**src/rtl/add_seq_ctrl_if.sv**
```systemverilog
// Request/result bundle for the shared serial adder: two operand producers and one result consumer.
interface add_seq_ctrl_if #(parameter int WORDS = 4);
  localparam int W = 4 * WORDS;

  logic         req0_valid, req0_ready, req0_ci;
  logic [W-1:0] req0_a, req0_b;
  logic         req1_valid, req1_ready, req1_ci;
  logic [W-1:0] req1_a, req1_b;
  logic         res_valid, res_ready, res_co, res_id, busy;
  logic [W-1:0] res_sum;

  modport slave (
    input  req0_valid, req0_a, req0_b, req0_ci,
    input  req1_valid, req1_a, req1_b, req1_ci,
    input  res_ready,
    output req0_ready, req1_ready,
    output res_valid, res_sum, res_co, res_id, busy
  );

  modport master (
    output req0_valid, req0_a, req0_b, req0_ci,
    output req1_valid, req1_a, req1_b, req1_ci,
    output res_ready,
    input  req0_ready, req1_ready,
    input  res_valid, res_sum, res_co, res_id, busy
  );
endinterface

```
**src/rtl/add_seq_ctrl.sv**
```systemverilog
// Round-robin scheduler sharing one 4-bit adder slice between two requesters;
// operands are added one nibble per cycle, LSB first, carry chained through a register.
module add_4 (
  input  logic [3:0] a,
  input  logic [3:0] b,
  input  logic       ci,
  output logic [3:0] s,
  output logic       co
);
  assign {co, s} = {1'b0, a} + {1'b0, b} + {4'd0, ci};
endmodule

module add_seq_ctrl #(parameter int WORDS = 4) (
  input  logic          clk,
  input  logic          rst_n,
  add_seq_ctrl_if.slave bus
);
  localparam int W  = 4 * WORDS;
  localparam int IW = (WORDS > 1) ? $clog2(WORDS) : 1;

  typedef enum logic [1:0] {IDLE, RUN, DONE} state_t;

  state_t        state;
  logic [W-1:0]  a_r, b_r, sum_r;
  logic [IW-1:0] idx;
  logic          carry, co_r, id_r, vld_r, busy_r, last_grant;
  logic          grant0, grant1;
  logic [3:0]    nib_s;
  logic          nib_co;

  // Tie goes to whoever did not win last; a lone requester always wins.
  assign grant0 = bus.req0_valid & (~bus.req1_valid | last_grant);
  assign grant1 = bus.req1_valid & (~bus.req0_valid | ~last_grant);

  assign bus.req0_ready = (state == IDLE) & grant0;
  assign bus.req1_ready = (state == IDLE) & grant1;

  add_4 u_add (
    .a  (a_r[4*idx +: 4]),
    .b  (b_r[4*idx +: 4]),
    .ci (carry),
    .s  (nib_s),
    .co (nib_co)
  );

  always_ff @(posedge clk) begin
    if (!rst_n) begin
      state      <= IDLE;
      a_r        <= '0;
      b_r        <= '0;
      sum_r      <= '0;
      idx        <= '0;
      carry      <= 1'b0;
      co_r       <= 1'b0;
      id_r       <= 1'b0;
      vld_r      <= 1'b0;
      busy_r     <= 1'b0;
      last_grant <= 1'b1;
    end else begin
      case (state)
        IDLE: begin
          if (bus.req0_ready | bus.req1_ready) begin
            a_r        <= bus.req1_ready ? bus.req1_a  : bus.req0_a;
            b_r        <= bus.req1_ready ? bus.req1_b  : bus.req0_b;
            carry      <= bus.req1_ready ? bus.req1_ci : bus.req0_ci;
            id_r       <= bus.req1_ready;
            last_grant <= bus.req1_ready;
            idx        <= '0;
            busy_r     <= 1'b1;
            state      <= RUN;
          end
        end
        RUN: begin
          sum_r[4*idx +: 4] <= nib_s;
          carry             <= nib_co;
          if (idx == IW'(WORDS - 1)) begin
            co_r  <= nib_co;
            vld_r <= 1'b1;
            state <= DONE;
          end else begin
            idx <= idx + 1'b1;
          end
        end
        DONE: begin
          if (bus.res_ready) begin
            vld_r  <= 1'b0;
            busy_r <= 1'b0;
            state  <= IDLE;
          end
        end
        default: state <= IDLE;
      endcase
    end
  end

  assign bus.res_valid = vld_r;
  assign bus.res_sum   = sum_r;
  assign bus.res_co    = co_r;
  assign bus.res_id    = id_r;
  assign bus.busy      = busy_r;
endmodule

```
**src/flat_wrapper.sv**
```systemverilog
// flat-port wrapper written by rule: the top's interface ports become plain ports
module add_seq_ctrl_flat 
#(parameter int WORDS = 4)
  (clk, rst_n, bus_req0_valid, bus_req0_a, bus_req0_b, bus_req0_ci, bus_req1_valid, bus_req1_a, bus_req1_b, bus_req1_ci, bus_res_ready, bus_req0_ready, bus_req1_ready, bus_res_valid, bus_res_sum, bus_res_co, bus_res_id, bus_busy);
  add_seq_ctrl_if #(.WORDS(WORDS)) bus_i ();
  input  logic clk;
  input  logic rst_n;
  input wire logic [$bits(bus_i.req0_valid)-1:0] bus_req0_valid;
  input wire logic [$bits(bus_i.req0_a)-1:0] bus_req0_a;
  input wire logic [$bits(bus_i.req0_b)-1:0] bus_req0_b;
  input wire logic [$bits(bus_i.req0_ci)-1:0] bus_req0_ci;
  input wire logic [$bits(bus_i.req1_valid)-1:0] bus_req1_valid;
  input wire logic [$bits(bus_i.req1_a)-1:0] bus_req1_a;
  input wire logic [$bits(bus_i.req1_b)-1:0] bus_req1_b;
  input wire logic [$bits(bus_i.req1_ci)-1:0] bus_req1_ci;
  input wire logic [$bits(bus_i.res_ready)-1:0] bus_res_ready;
  output wire logic [$bits(bus_i.req0_ready)-1:0] bus_req0_ready;
  output wire logic [$bits(bus_i.req1_ready)-1:0] bus_req1_ready;
  output wire logic [$bits(bus_i.res_valid)-1:0] bus_res_valid;
  output wire logic [$bits(bus_i.res_sum)-1:0] bus_res_sum;
  output wire logic [$bits(bus_i.res_co)-1:0] bus_res_co;
  output wire logic [$bits(bus_i.res_id)-1:0] bus_res_id;
  output wire logic [$bits(bus_i.busy)-1:0] bus_busy;
  assign bus_i.req0_valid = bus_req0_valid;
  assign bus_i.req0_a = bus_req0_a;
  assign bus_i.req0_b = bus_req0_b;
  assign bus_i.req0_ci = bus_req0_ci;
  assign bus_i.req1_valid = bus_req1_valid;
  assign bus_i.req1_a = bus_req1_a;
  assign bus_i.req1_b = bus_req1_b;
  assign bus_i.req1_ci = bus_req1_ci;
  assign bus_i.res_ready = bus_res_ready;
  assign bus_req0_ready = bus_i.req0_ready;
  assign bus_req1_ready = bus_i.req1_ready;
  assign bus_res_valid = bus_i.res_valid;
  assign bus_res_sum = bus_i.res_sum;
  assign bus_res_co = bus_i.res_co;
  assign bus_res_id = bus_i.res_id;
  assign bus_busy = bus_i.busy;
  add_seq_ctrl #(.WORDS(WORDS)) u_core (.clk(clk), .rst_n(rst_n), .bus(bus_i));
endmodule
```
**config.mk**
```make
export PLATFORM = sky130hd
export DESIGN_NAME = add_seq_ctrl_flat
export DESIGN_NICKNAME = d
export VERILOG_FILES = /design/src/rtl/add_seq_ctrl_if.sv /design/src/rtl/add_seq_ctrl.sv /design/src/flat_wrapper.sv
export SDC_FILE = /design/constraint.sdc
export NUM_CORES = 1
export LEC_CHECK = 0
export ABC_AREA = 1
export CORE_ASPECT_RATIO = 1.5
export CORE_UTILIZATION = 42
export DETAILED_ROUTE_END_ITERATION = 8
export PLACE_DENSITY = 0.87
export SLEW_MARGIN = 30
export SYNTH_ARGS = -nofsm -noshare
export SYNTH_HDL_FRONTEND = slang
export SYNTH_SLANG_ARGS = --single-unit
```
**constraint.sdc**
```tcl
create_clock -name clk -period 2.32 [get_ports clk]
set_input_delay 0.348 -clock clk [delete_from_list [all_inputs] [get_ports clk]]
set_output_delay 0.348 -clock clk [all_outputs]
set_load 0.05 [all_outputs]
```
# ---- After elaboration in Yosys (flattened, before gate mapping)
# Index checks and enable logic that the tools add are counted.
dict set report word_totals {
  wordCells 65
  reg_bits 58
  out_inout_bits 22
}
dict set report classes {
  bitwise_logic 10
  n_eq_ne 7
  add_sub_neg 4
  shift 4
  n_reduce_logical 11
  n_mux 18
}
# cell count
set ops {}
lappend ops {{$neg A4 Y34} 1}
lappend ops {{$shift A4 B34 Y16 const A} 1}
lappend ops {{$shiftx A4 B34 Y16} 1}
lappend ops {{$mux W16} 2}
lappend ops {{$shiftx A16 B5 Y4} 2}
lappend ops {{$bwmux W16} 1}
lappend ops {{$reduce_and A3 Y1} 4}
lappend ops {{$mux W2} 5}
lappend ops {{$ne A2 B2 Y1 const B} 3}
lappend ops {{$pmux W1 S2} 3}
lappend ops {{$pmux W2 S3} 1}
lappend ops {{$reduce_and A2 Y1} 3}
lappend ops {{$reduce_bool A2 Y1} 3}
lappend ops {{$add A4 B4 Y5} 1}
lappend ops {{$add A5 B1 Y5} 1}
lappend ops {{$mux W1} 5}
lappend ops {{$and A1 B1 Y1} 4}
lappend ops {{$eq A2 B2 Y1 const B} 2}
lappend ops {{$pmux W2 S2} 1}
lappend ops {{$not A1 Y1} 3}
lappend ops {{$or A1 B1 Y1} 3}
lappend ops {{$add A2 B1 Y2 const B} 1}
lappend ops {{$eq A2 B1 Y1 const B} 1}
lappend ops {{$logic_not A2 Y1} 1}
lappend ops {{$ne A2 B1 Y1 const B} 1}

# ---- Longest topological paths before layout
dict set report depth {
  word_depth 7
  mapped_depth 12
}

# ---- Cells and area by module
# From an unflattened synthesis, not the netlist that was laid out.
dict set report unflattened {
  hier_cells 506
  area_unflattened_um2 3268.1
}
# mod instances cells_per_inst area_per_inst_um2 seq_area_each_um2
set modules_own_cells {}
lappend modules_own_cells {add_seq_ctrl 1 481 3103.0 1161.1}
lappend modules_own_cells {add_4 1 25 165.2 0.0}

# ---- Worst setup path after synthesis
# Ideal clock, no wire load.
dict set report synth_path {
  path_type {register to register}
  from {register u_core.idx[0]}
  to {register u_core.sum_r[14], in the netlist u_core.bus.res_sum[14]}
  stages_incl_launch_ff 12
  synth_period_minus_slack_ns 2.400
  t_arrival_ns 2.334
  setup_slack_ns -0.080
  cell_sequence {dfxtp_1 -> inv_1 -> clkbuf_1 -> nor2_1 -> o22ai_1 -> fa_1 -> fa_1 -> xor2_1 -> nand2_1 -> nor2_1 -> a22oi_1 -> nor2_1}
}
dict set report synth_between {
  elab_chain_cells 5
  elab_cells_between_ends 8
}
# element line
set synth_rtl {}
lappend synth_rtl {{start: declaration} add_seq_ctrl.sv:25} ;# logic [IW-1:0] idx;
lappend synth_rtl {{start signal: assignment} add_seq_ctrl.sv:81} ;# idx <= idx + 1'b1;
lappend synth_rtl {{$shiftx A16 B5 Y4, on equally long branches} {add_seq_ctrl.sv:39, add_seq_ctrl.sv:40}}
lappend synth_rtl {{$add A4 B4 Y5} add_seq_ctrl.sv:10} ;# assign {co, s} = {1'b0, a} + {1'b0, b} + {4'd0, ci};
lappend synth_rtl {{$add A5 B1 Y5} add_seq_ctrl.sv:10}
lappend synth_rtl {{$shiftx A4 B34 Y16} add_seq_ctrl.sv:74} ;# sum_r[4*idx +: 4] <= nib_s;
lappend synth_rtl {{$bwmux W16 (*)} add_seq_ctrl.sv:74}
lappend synth_rtl {{end signal: indexed assignment} add_seq_ctrl.sv:74}
lappend synth_rtl {{end: declaration} add_seq_ctrl.sv:24} ;# logic [W-1:0] a_r, b_r, sum_r;
# Mark *: on every way between the ends. The rest lies on a longest branch, timed or not.
# A chain may end at the register's enable or synchronous reset.

# ---- Worst setup path in the final report
dict set report layout_path {
  from {register u_core.idx[0]}
  to {register u_core.sum_r[13], in the netlist u_core.bus.res_sum[13]}
}
# The elaborated chain is that of the path after synthesis.

==> run_results.csv <==
group,metric,value,unit
sta,slew_headroom,65.56,%
sta,fin_hold_ws,459.7,ps
sta,worst_slew_pin_slew,515.0,ps
grt,grtUsageTotal,22.61,%
clock_network,clk_pin_slew_worst_paths,60,ps
finish,multi_input_area,1643,sq um
synth,ys_warn_count,0,
finish,fill_cells,617,
pwr,p_leak,1.551,nW
finish,design_area,4218,sq um
sta,setup_viol,0,
setup_path,critPathMaxFanout,9,
clock_network,worstSkewPairLatency,340,ps
clock_network,cts_tree,"yes",
clock_network,cts_resized,1,
synth,ys_seq_elements,58,
finish,regArea,1166,sq um
pwr,power_frac_seq,39.1,%
sta,fmax,464.7,MHz
clock_network,htreeDepth,3,
synth,avgSynthCellArea,7.765,sq um
hold_path,hp-class,"reg -> reg",
finish,nNetsFinal,561,
drt,route.final.wire_length,7806,microns
placed_design,placedCellCount,546,
run_status,outcome,"finished, final reports clean",
clock_network,cts_hold_buf,0,
sta,skew,9.387,ps
synth,async_flop_share,0,%
placed_design,pre_cts_slack,2.898,ps
pwr,powerDensity,694.9,nW/um^2
synth,ys_top_cells_by_area,"dfxtp_1, nand2_1, o211ai_1",
grt,grt_max_degree,33,
setup_path,critPathArrivalTime,2420,ps
synth,synthesis.area,2982,sq um
sta,setup_ws,168.2,ps
clock_network,clock-root-buffer,"clkbuf_8",
drt,detail_route.wl_per_cell,13.91,microns
drt,ant_nets,0,
synth,ys_seq_area_share,38.94,%
sta,hold_violations,0,
placed_design,dpl.hpwl,6069,microns
synth,synth_most_common_cell,"nand2_1",
setup_path,r2r_cells,9,
setup_path,cp_slowest_cell,"fa_2",
floorplan,initial_utilization,43.52,%
pwr,p_sw,0.0009847,W
hold_path,hold_path_depth,2,
synth,synth-edff-count,0,
synth,synth_cells,384,
drt,via_count,2962,
pwr,internal-power,0.001946,W
clock_network,cts_setup_buffers,0,
drt,drcViolationCount,0,
sta,setup_tns,0,ps
placed_design,place.gp.congestion,0.9062,
sta,fin_crit,2152,ps
sta,rsz0062_at_grt,"false",
sta,report.final.slew_viol_count,0,
synth,synth_largest_area_cell,"dfxtp_1",
floorplan,ios,93,
sta,period_share,92.75,%
clock_network,clkSinkCount,58,
synth,synthFlopType,"dfxtp_1",
setup_path,crit_chain,"inv_1 > o21ai_1 > o22ai_1 > fa_2 > fa_2 > nand2_1 > nor2_1 > nand2_1 > a21oi_1",
grt,first_global_vias,2957,
flow_run,cap_violations,0,
finish,area_growth_syn_to_layout,41.46,%
pwr,netSwitchingFraction,33.59,%
setup_path,worst_setup_path_end_kind,"flip-flop",
floorplan,dieArea,7447,sq um
drt,vias_per_cell,5.280,
floorplan,die_h,105.2,microns
synth,synthTopCellsByCount,"nand2_1, dfxtp_1, a21oi_1, o211ai_1, or2_0",
floorplan,fp.dieW,70.80,microns
synth,synthesis.nets,466,
pwr,vdd_drop_max,362.5,uV
clock_network,ctsLongestPathBuffers,2,
setup_path,crit_type,"reg -> reg",
synth,ys_types,33,
synth,synth_top_area_share,38.94,%
placed_design,postPlaceCellArea,4036,sq um
floorplan,core,6852,sq um
setup_path,worstPathRequired,2580,ps
setup_path,slowest_delay,560,ps
grt,antenna_found_initial,0,
drt,drt_pass1_iterations,6,
pwr,comb_power_share,33.1,%
grt,gr-total-overflow,0,
finish,final_layout_size_suffix_gt1_share,11.39,%
drt,drt_iter0_drc,190,
clock_network,cts_made_buffers,9,
setup_path,start_kind,"flip-flop",
finish,antenna_cells,0,
floorplan,rows,37,
pwr,clockPowerShare,27.8,%
finish,final_cells,561,
placed_design,io_buffers,92,
grt,grt_first_pass_wirelength,13200,microns
## final timing paths
path	to	from	slack, ps
setup / recovery	u_core.bus.res_sum[13]	u_core.idx[0]	170
hold reg to reg	u_core.bus.res_sum[11]	u_core.bus.res_sum[11]	460
hold / removal	u_core.bus.res_sum[11]	u_core.bus.res_sum[11]	460
setup reg to reg	u_core.bus.res_sum[13]	u_core.idx[0]	170
## area by class of cell
type / count / area share [%]
clock buffer: 12 / 3.678
clock inverter: 3 / 0.3560
inverter: 18 / 1.661
multi-input combinational: 286 / 38.95
sequential: 58 / 27.65
tap: 78 / 2.314
timing repair buffer: 106 / 25.39
## power groups by stage
stage | Combinational (W) | Sequential, W | Clock (W)
global placement | 0.000933 | 0.00116 | 0
CTS | 0.000959 | 0.00115 | 0.000825
finish | 0.000970 | 0.00115 | 0.000816
floorplan | 0.000575 | 0.00119 | 0
global route | 0.00107 | 0.00116 | 0.000878
detailed placement | 0.000955 | 0.00117 | 0
## sequential cells by signal, summed over array words and instances, names as in the netlist
name and count:
u_core.bus.res_sum 16, u_core.carry 1, u_core.last_grant 1, u_core.bus.res_valid 1, u_core.state 2, u_core.b_r 16
u_core.bus.res_id 1, u_core.bus.res_co 1, u_core.bus.busy 1, u_core.a_r 16, u_core.idx 2
## metal layers
metal | vias up | GRT usage, % | routed length [microns]
li1 | 1505 | - | -
met1 | 1359 | 23.54 | 2996
met2 | 79 | 41.83 | 4369
met3 | 19 | 4.147 | 232
met4 | 0 | 12.14 | 208
met5 | - | 0 | 0
## critical path, delay by kind of cell, from the launching register on
| family | cells | cell delay (ps) |
|---|---|---|
| fa+ha+maj | 2 | 960 |
| flops | 1 | 390 |
| compound gates | 3 | 360 |
| simple gates | 3 | 260 |
| buf+inv | 1 | 100 |
## per-stage QoR
stage                     util [%]  total power [W]
after CTS                    61.43         0.002929
final                        61.56         0.002931
after global routing         61.56         0.003102
after floorplan                  -         0.001763
after global placement       58.91         0.002097
after detailed placement     58.91         0.002121
## cells by family (layout without fill, tap and decap cells)
kind of cell | Yosys count | count (layout) | share of synthesized area, %
fa+ha+maj | 11 | 11 | 5.120
compound gates | 115 | 115 | 22.79
simple gates | 159 | 159 | 26.65
buf+inv | 40 | 139 | 6.211
flops | 58 | 58 | 38.94
xor+xnor | 1 | 1 | 0.2938
## placed cells by master, fill, tap and decap left out, types with 12 or more instances in the layout
cell,count
a21oi_1,49
buf_4,12
clkdlybuf4s50_1,90
dfxtp_1,56
inv_1,14
nand2_1,73
nor2_1,25
o211ai_1,33
o21ai_0,15
or2_0,27
Note: power is estimated with default switching activity, not from simulation.
